===== config.mk =====
export PLATFORM = sky130hd
export DESIGN_NAME = mem_arbiter
export DESIGN_NICKNAME = d
export VERILOG_FILES = /design/src/rtl/mem_pkg.sv /design/src/rtl/arb_pick.sv /design/src/rtl/mem_arbiter.sv
export SDC_FILE = /design/constraint.sdc
export NUM_CORES = 1
export LEC_CHECK = 0
export CAP_MARGIN = 20
export CORE_AREA = 2 2 230 232
export CTS_BUF_LIST = sky130_fd_sc_hd__clkbuf_4 sky130_fd_sc_hd__clkbuf_8
export DETAILED_ROUTE_END_ITERATION = 6
export DIE_AREA = 0 0 232 234
export SLEW_MARGIN = 20
export SYNTH_ARGS = -nofsm -noshare
export SYNTH_HDL_FRONTEND = slang
export SYNTH_SLANG_ARGS = --single-unit

===== constraint.sdc =====
create_clock -name clk -period 1.68 [get_ports clk]
set_input_delay 0.504 -clock clk [delete_from_list [all_inputs] [get_ports clk]]
set_output_delay 0.504 -clock clk [all_outputs]
set_load 0.1 [all_outputs]

===== src/rtl/mem_pkg.sv =====
// mem_pkg: op encodings, arbiter FSM states and default widths shared by the
// mem_arbiter slice.
package mem_pkg;

  localparam int ADDR_W_DEF = 64;
  localparam int DATA_W_DEF = 64;
  localparam int RD_LAT_DEF = 1;

  localparam logic [1:0] MEM_NOP   = 2'b00;
  localparam logic [1:0] MEM_READ  = 2'b01;
  localparam logic [1:0] MEM_WRITE = 2'b10;

  typedef enum logic [1:0] {
    IDLE  = 2'b00,
    ISSUE = 2'b01,
    WAIT  = 2'b10,
    DONE  = 2'b11
  } arb_state_e;

  // Reserved op 11 is never forwarded to the ram.
  function automatic logic [1:0] issue_op(input logic [1:0] op);
    return (op == MEM_READ || op == MEM_WRITE) ? op : MEM_NOP;
  endfunction

endpackage


===== src/rtl/arb_pick.sv =====
// arb_pick: combinational 2-way picker with one-hot grant. Ties go to port 0,
// or, with MEM_ARB_RR_EN defined, to the port that was not granted last.
module arb_pick (
  input  logic [1:0] req_i,
  input  logic       last_i,
  output logic [1:0] gnt_o
);

`ifdef MEM_ARB_RR_EN
  always_comb begin
    gnt_o = 2'b00;
    if (req_i == 2'b11) gnt_o = last_i ? 2'b01 : 2'b10;
    else if (req_i[0])  gnt_o = 2'b01;
    else if (req_i[1])  gnt_o = 2'b10;
  end
`else
  logic unused_last;
  assign unused_last = last_i;

  always_comb begin
    gnt_o = 2'b00;
    if (req_i[0])      gnt_o = 2'b01;
    else if (req_i[1]) gnt_o = 2'b10;
  end
`endif

endmodule


===== src/rtl/mem_arbiter.sv =====
// mem_arbiter: shares the single-ported ram between two requesters, one access per
// grant (IDLE->ISSUE->[WAIT]->DONE). Define MEM_ARB_RR_EN for round-robin ties.
module mem_arbiter
  import mem_pkg::*;
#(
  parameter int ADDR_W = ADDR_W_DEF,
  parameter int DATA_W = DATA_W_DEF,
  parameter int RD_LAT = RD_LAT_DEF
) (
  input  logic              clk,
  input  logic              reset,
  input  logic              m0_req,
  input  logic [1:0]        m0_op,
  input  logic [ADDR_W-1:0] m0_addr,
  input  logic [DATA_W-1:0] m0_wdata,
  output logic              m0_gnt,
  output logic              m0_done,
  output logic [DATA_W-1:0] m0_rdata,
  input  logic              m1_req,
  input  logic [1:0]        m1_op,
  input  logic [ADDR_W-1:0] m1_addr,
  input  logic [DATA_W-1:0] m1_wdata,
  output logic              m1_gnt,
  output logic              m1_done,
  output logic [DATA_W-1:0] m1_rdata,
  output logic [1:0]        mem_op,
  output logic [ADDR_W-1:0] mem_addr,
  output logic [DATA_W-1:0] mem_write_bytes,
  input  logic [DATA_W-1:0] mem_data,
  output logic              busy
);

  localparam int CNT_W = (RD_LAT > 1) ? $clog2(RD_LAT) : 1;

  arb_state_e        state_q;
  logic [1:0]        gnt_q, done_q;
  logic              win_q;
  logic [1:0]        op_q, mem_op_q;
  logic [ADDR_W-1:0] mem_addr_q;
  logic [DATA_W-1:0] mem_wdata_q, rdata0_q, rdata1_q;
  logic [CNT_W-1:0]  cnt_q;

  logic [1:0]        pick_d, op_d;
  logic [ADDR_W-1:0] addr_d;
  logic [DATA_W-1:0] wdata_d;
  logic              last_w;

`ifdef MEM_ARB_RR_EN
  logic last_q;
  assign last_w = last_q;
`else
  assign last_w = 1'b1;
`endif

  arb_pick u_pick (
    .req_i  ({m1_req, m0_req}),
    .last_i (last_w),
    .gnt_o  (pick_d)
  );

  assign op_d    = pick_d[1] ? m1_op    : m0_op;
  assign addr_d  = pick_d[1] ? m1_addr  : m0_addr;
  assign wdata_d = pick_d[1] ? m1_wdata : m0_wdata;

  always_ff @(posedge clk) begin
    if (reset) begin
      state_q     <= IDLE;
      gnt_q       <= 2'b00;
      done_q      <= 2'b00;
      win_q       <= 1'b0;
      op_q        <= MEM_NOP;
      mem_op_q    <= MEM_NOP;
      mem_addr_q  <= '0;
      mem_wdata_q <= '0;
      rdata0_q    <= '0;
      rdata1_q    <= '0;
      cnt_q       <= '0;
`ifdef MEM_ARB_RR_EN
      last_q      <= 1'b1;
`endif
    end else begin
      done_q <= 2'b00;
      case (state_q)
        IDLE: begin
          if (|pick_d) begin
            state_q     <= ISSUE;
            gnt_q       <= pick_d;
            win_q       <= pick_d[1];
            op_q        <= op_d;
            mem_op_q    <= issue_op(op_d);
            mem_addr_q  <= addr_d;
            mem_wdata_q <= wdata_d;
`ifdef MEM_ARB_RR_EN
            last_q      <= pick_d[1];
`endif
          end
        end
        ISSUE: begin
          mem_op_q <= MEM_NOP;
          if (op_q == MEM_READ) begin
            state_q <= WAIT;
            cnt_q   <= CNT_W'(RD_LAT - 1);
          end else begin
            state_q <= DONE;
            done_q  <= gnt_q;
          end
        end
        WAIT: begin
          // mem_data is valid on the edge where the countdown reaches zero.
          if (cnt_q == '0) begin
            state_q <= DONE;
            done_q  <= gnt_q;
            if (win_q) rdata1_q <= mem_data;
            else       rdata0_q <= mem_data;
          end else begin
            cnt_q <= cnt_q - CNT_W'(1);
          end
        end
        DONE: begin
          state_q <= IDLE;
          gnt_q   <= 2'b00;
        end
        default: state_q <= IDLE;
      endcase
    end
  end

  assign m0_gnt          = gnt_q[0];
  assign m1_gnt          = gnt_q[1];
  assign m0_done         = done_q[0];
  assign m1_done         = done_q[1];
  assign m0_rdata        = rdata0_q;
  assign m1_rdata        = rdata1_q;
  assign mem_op          = mem_op_q;
  assign mem_addr        = mem_addr_q;
  assign mem_write_bytes = mem_wdata_q;
  assign busy            = (state_q != IDLE);

endmodule

==> results.md <==
- DRT Wirelength: 47530 um
- Proportion of register bits with asynchronous set or reset after synthesis: 0%
- Clk root buf: sky130_fd_sc_hd__clkbuf_8
- Setup skew after layout: 0.02765 ns
- Remaining DRCs: 0
- Worst Setup Slack, final: -0.2391 ns
- Initial core utilization: 20.32%
- Fraction of layout instances using a drive strength above 1: 44.67%
- Final hold violations: 0
- Library cell with the highest instance count after synthesis: sky130_fd_sc_hd__dfxtp_1
- Path type of the worst min-delay path: primary input to flip-flop
- TritonCTS clock tree: built
- Combined global-route utilization of all metal layers: 15.44%
- I/O pins: 591
- Cell types with the highest counts after synthesis: sky130_fd_sc_hd__dfxtp_1, sky130_fd_sc_hd__nand2_1, sky130_fd_sc_hd__a21oi_1
- Post-place instance area: 20410 um^2
- Number of nets with antenna violations after routing: 0
- Number of max-slew violations in the final report: 0
- Max-Slew Margin vs Limit: 73.91%
- Number of synthesized flops with an enable pin: 0
- Number of antenna violations at the first check in global routing: 2
- Critical Path AT: 1.42 ns
- Number of synthesized register bits: 267
- Core utilization of the finished layout: 44.32%
- Starting DRC count in detailed routing: 378
- Share of synthesized area occupied by flip-flops and latches: 50.57%
- Max Fclk: 521.1 MHz
- H-tree levels: 2
- CTS buffer count: 47
- Max cap viols: 0
- Worst Max-Slew Pin Slew: 0.3860 ns
- Via count of the first global-routing pass: 10968
- Net count reported at finish: 2206
- Tightest hold margin: 0.2233 ns
- Largest fanout on the critical path: 2
- Count of unique library cells instantiated by Yosys: 28
- Setup-violating endpoint count in the final report: 44
- Unrepaired setup endpoints after global routing: yes
- Die height: 234 um
- Final instance area: 23060 um^2
- Clock Path Buffers: 3
- Post-DP HPWL: 35610 um
- Total leakage power: 9.261 nW
- Cell types occupying the most area after synthesis: sky130_fd_sc_hd__dfxtp_1, sky130_fd_sc_hd__mux2i_1, sky130_fd_sc_hd__a211oi_1
- Final cycle utilization of the critical path: 114.2%
- Diode count: 0
- Worst path required time: 1.18 ns
- Total gr overflow: 0
- Number of cell rows: 84
- Number of sinks driven by the clock tree: 267
- Number of detailed-routing iterations run before antenna repair: 4
- Instance count of the mapped netlist: 1186
- Synth Net Count: 1519
- Outcome: finished, violations left
- Vias per std cell: 4.325
- Detailed-route wire length per cell: 18.33 um
- Final non-filler cell total: 2593
- Cell type with the largest total area after synthesis: sky130_fd_sc_hd__dfxtp_1
- Wire length of the first global-routing pass: 64250 um
- RD Place Congestion: 0.8382
- Time the worst path needs with I/O delays and setup: 1.919 ns
- Clock latency reported for the late side of the worst-skew pair: 0.59 ns
- Number of vias after detailed routing: 11214
- Commonest register cell after synthesis: sky130_fd_sc_hd__dfxtp_1
- Core box area: 52020 um^2
- Power density over the cells: 1901 nW/um^2
- Reg clk slew, reported paths: 0.06 ns
- Placed cell count: 2445
- Ys Warns: 0
- Max rail drop VDD: 0.001163 V
- Area enclosed by the die boundary: 54290 um^2
- Violations in the final reports: setup timing
- Endpoint type of the worst setup path: primary output
- Largest net degree at the start of global routing: 48
- Startpoint types: flip-flop
- Horizontal die dimension: 232 um
- Average cell area after synthesis: 8.911 um^2
- Synth-to-layout area growth: 118.2%
- Netlist Area Pre-Place: 10570 um^2
- Category of the most critical setup path: flip-flop to primary output
- IO Port Bufs: 590
- Yosys top cell area share: 50.57%
report_power, final:
part           internal [W]  switching [W]
Clock               0.00352        0.00272
Sequential          0.00844        0.00182
Combinational        0.0104         0.0170
critical path, cell delays in order, from the launching register on:
cell and delay (ns):
sky130_fd_sc_hd__dfxtp_2 0.33, sky130_fd_sc_hd__inv_4 0.07, sky130_fd_sc_hd__ha_4 0.15, sky130_fd_sc_hd__clkinvlp_4 0.10, sky130_fd_sc_hd__buf_12 0.17
through the flow:
step	setup TNS (ns)	total power [W]	setup slack [ns]
floorplan	0	0.02412	0.01406
global placement	-47.65	0.03454	-0.4607
detailed placement	-50.74	0.03476	-0.4816
CTS	-3.421	0.04198	-0.3239
global route	-11.66	0.04536	-0.3493
finish	-1.077	0.04384	-0.2391
sequential cells by signal (all words and copies together) (netlist names):
register and flops:
m0_rdata 64, win_q 1, mem_op 2, mem_addr 64, gnt_q 2, m1_rdata 64, state_q 2, mem_write_bytes 64
done_q 2, op_q 2
cell type report:
cell class | count | area [um^2]
Inverter | 3 | 17.52
Sequential cell | 267 | 5731
Multi-Input combinational cell | 814 | 5077
Tap cell | 688 | 860.8
Clock inverter | 7 | 35.03
Clock buffer | 74 | 937.1
Timing Repair Buffer | 740 | 10400
Fill cell | 4794 | 28970
timing repair:
item / CTS / global route
gates cloned: 0 / 16
hold buffers: 0 / 0
pin swaps: 1 / 98
buffers inserted: 31 / 21
endpoints found under the setup margin: 339 / 203
endpoints found under the hold margin: 0 / 0
gates resized for setup: 281 / 126
worst paths after layout:
check	startpoint	to	slack (ns)	cells past startpoint
hold / removal	reset	gnt_q[1]$_SDFFE_PP0P_	0.22	2
setup reg to reg	state_q[1]$_SDFFE_PP0P_	mem_write_bytes[10]$_SDFFE_PP0P_	-0.08	9
setup / recovery	state_q[1]$_SDFFE_PP0P_	busy	-0.24	4
hold reg to reg	m0_rdata[38]$_SDFFE_PP0P_	m0_rdata[38]$_SDFFE_PP0P_	0.47	2
cell families (layout without fill, tap and decap cells):
kind of cell | after synthesis | count (layout) | synth area share (%)
and+or+nand+nor | 404 | 404 | 14.77
AOI/OAI and AO/OA | 273 | 273 | 16.21
DFF | 267 | 267 | 50.57
muxes | 132 | 132 | 12.53
adders and majority gates | 5 | 5 | 0.5919
buffers and inverters | 105 | 824 | 5.327
routing by layer:
metal | GRT usage, % | vias to the layer above | part of all wire [%]
li1 | - | 5467 | -
met3 | 4.584 | 71 | 8.2
met4 | 4.407 | 2 | 2.6
met2 | 28.67 | 459 | 52
met1 | 16.92 | 5215 | 38
met5 | 0 | - | 0.027
cells in the final DEF (no fill, tap or decap), types with 2 or more instances in the layout:
cell type,count
sky130_fd_sc_hd__clkdlybuf4s50_1,326
sky130_fd_sc_hd__buf_12,297
sky130_fd_sc_hd__nand2_1,258
sky130_fd_sc_hd__dfxtp_2,242
sky130_fd_sc_hd__a21oi_1,133
sky130_fd_sc_hd__mux2i_1,130
sky130_fd_sc_hd__nor2_1,125
sky130_fd_sc_hd__buf_4,92
sky130_fd_sc_hd__a211oi_2,68
sky130_fd_sc_hd__a211oi_1,64
sky130_fd_sc_hd__clkbuf_8,62
sky130_fd_sc_hd__dfxtp_4,22
sky130_fd_sc_hd__clkbuf_4,13
sky130_fd_sc_hd__clkbuf_16,13
sky130_fd_sc_hd__buf_6,8
sky130_fd_sc_hd__nor2_2,7
sky130_fd_sc_hd__clkinv_2,7
sky130_fd_sc_hd__o21ai_0,3
sky130_fd_sc_hd__ha_1,3
sky130_fd_sc_hd__dfxtp_1,3
sky130_fd_sc_hd__nand2b_4,2
sky130_fd_sc_hd__nor4bb_1,2
sky130_fd_sc_hd__mux2_2,2
sky130_fd_sc_hd__nor3b_1,2
sky130_fd_sc_hd__a32o_1,2
sky130_fd_sc_hd__buf_16,2
Power figures use the tool's default switching activity.
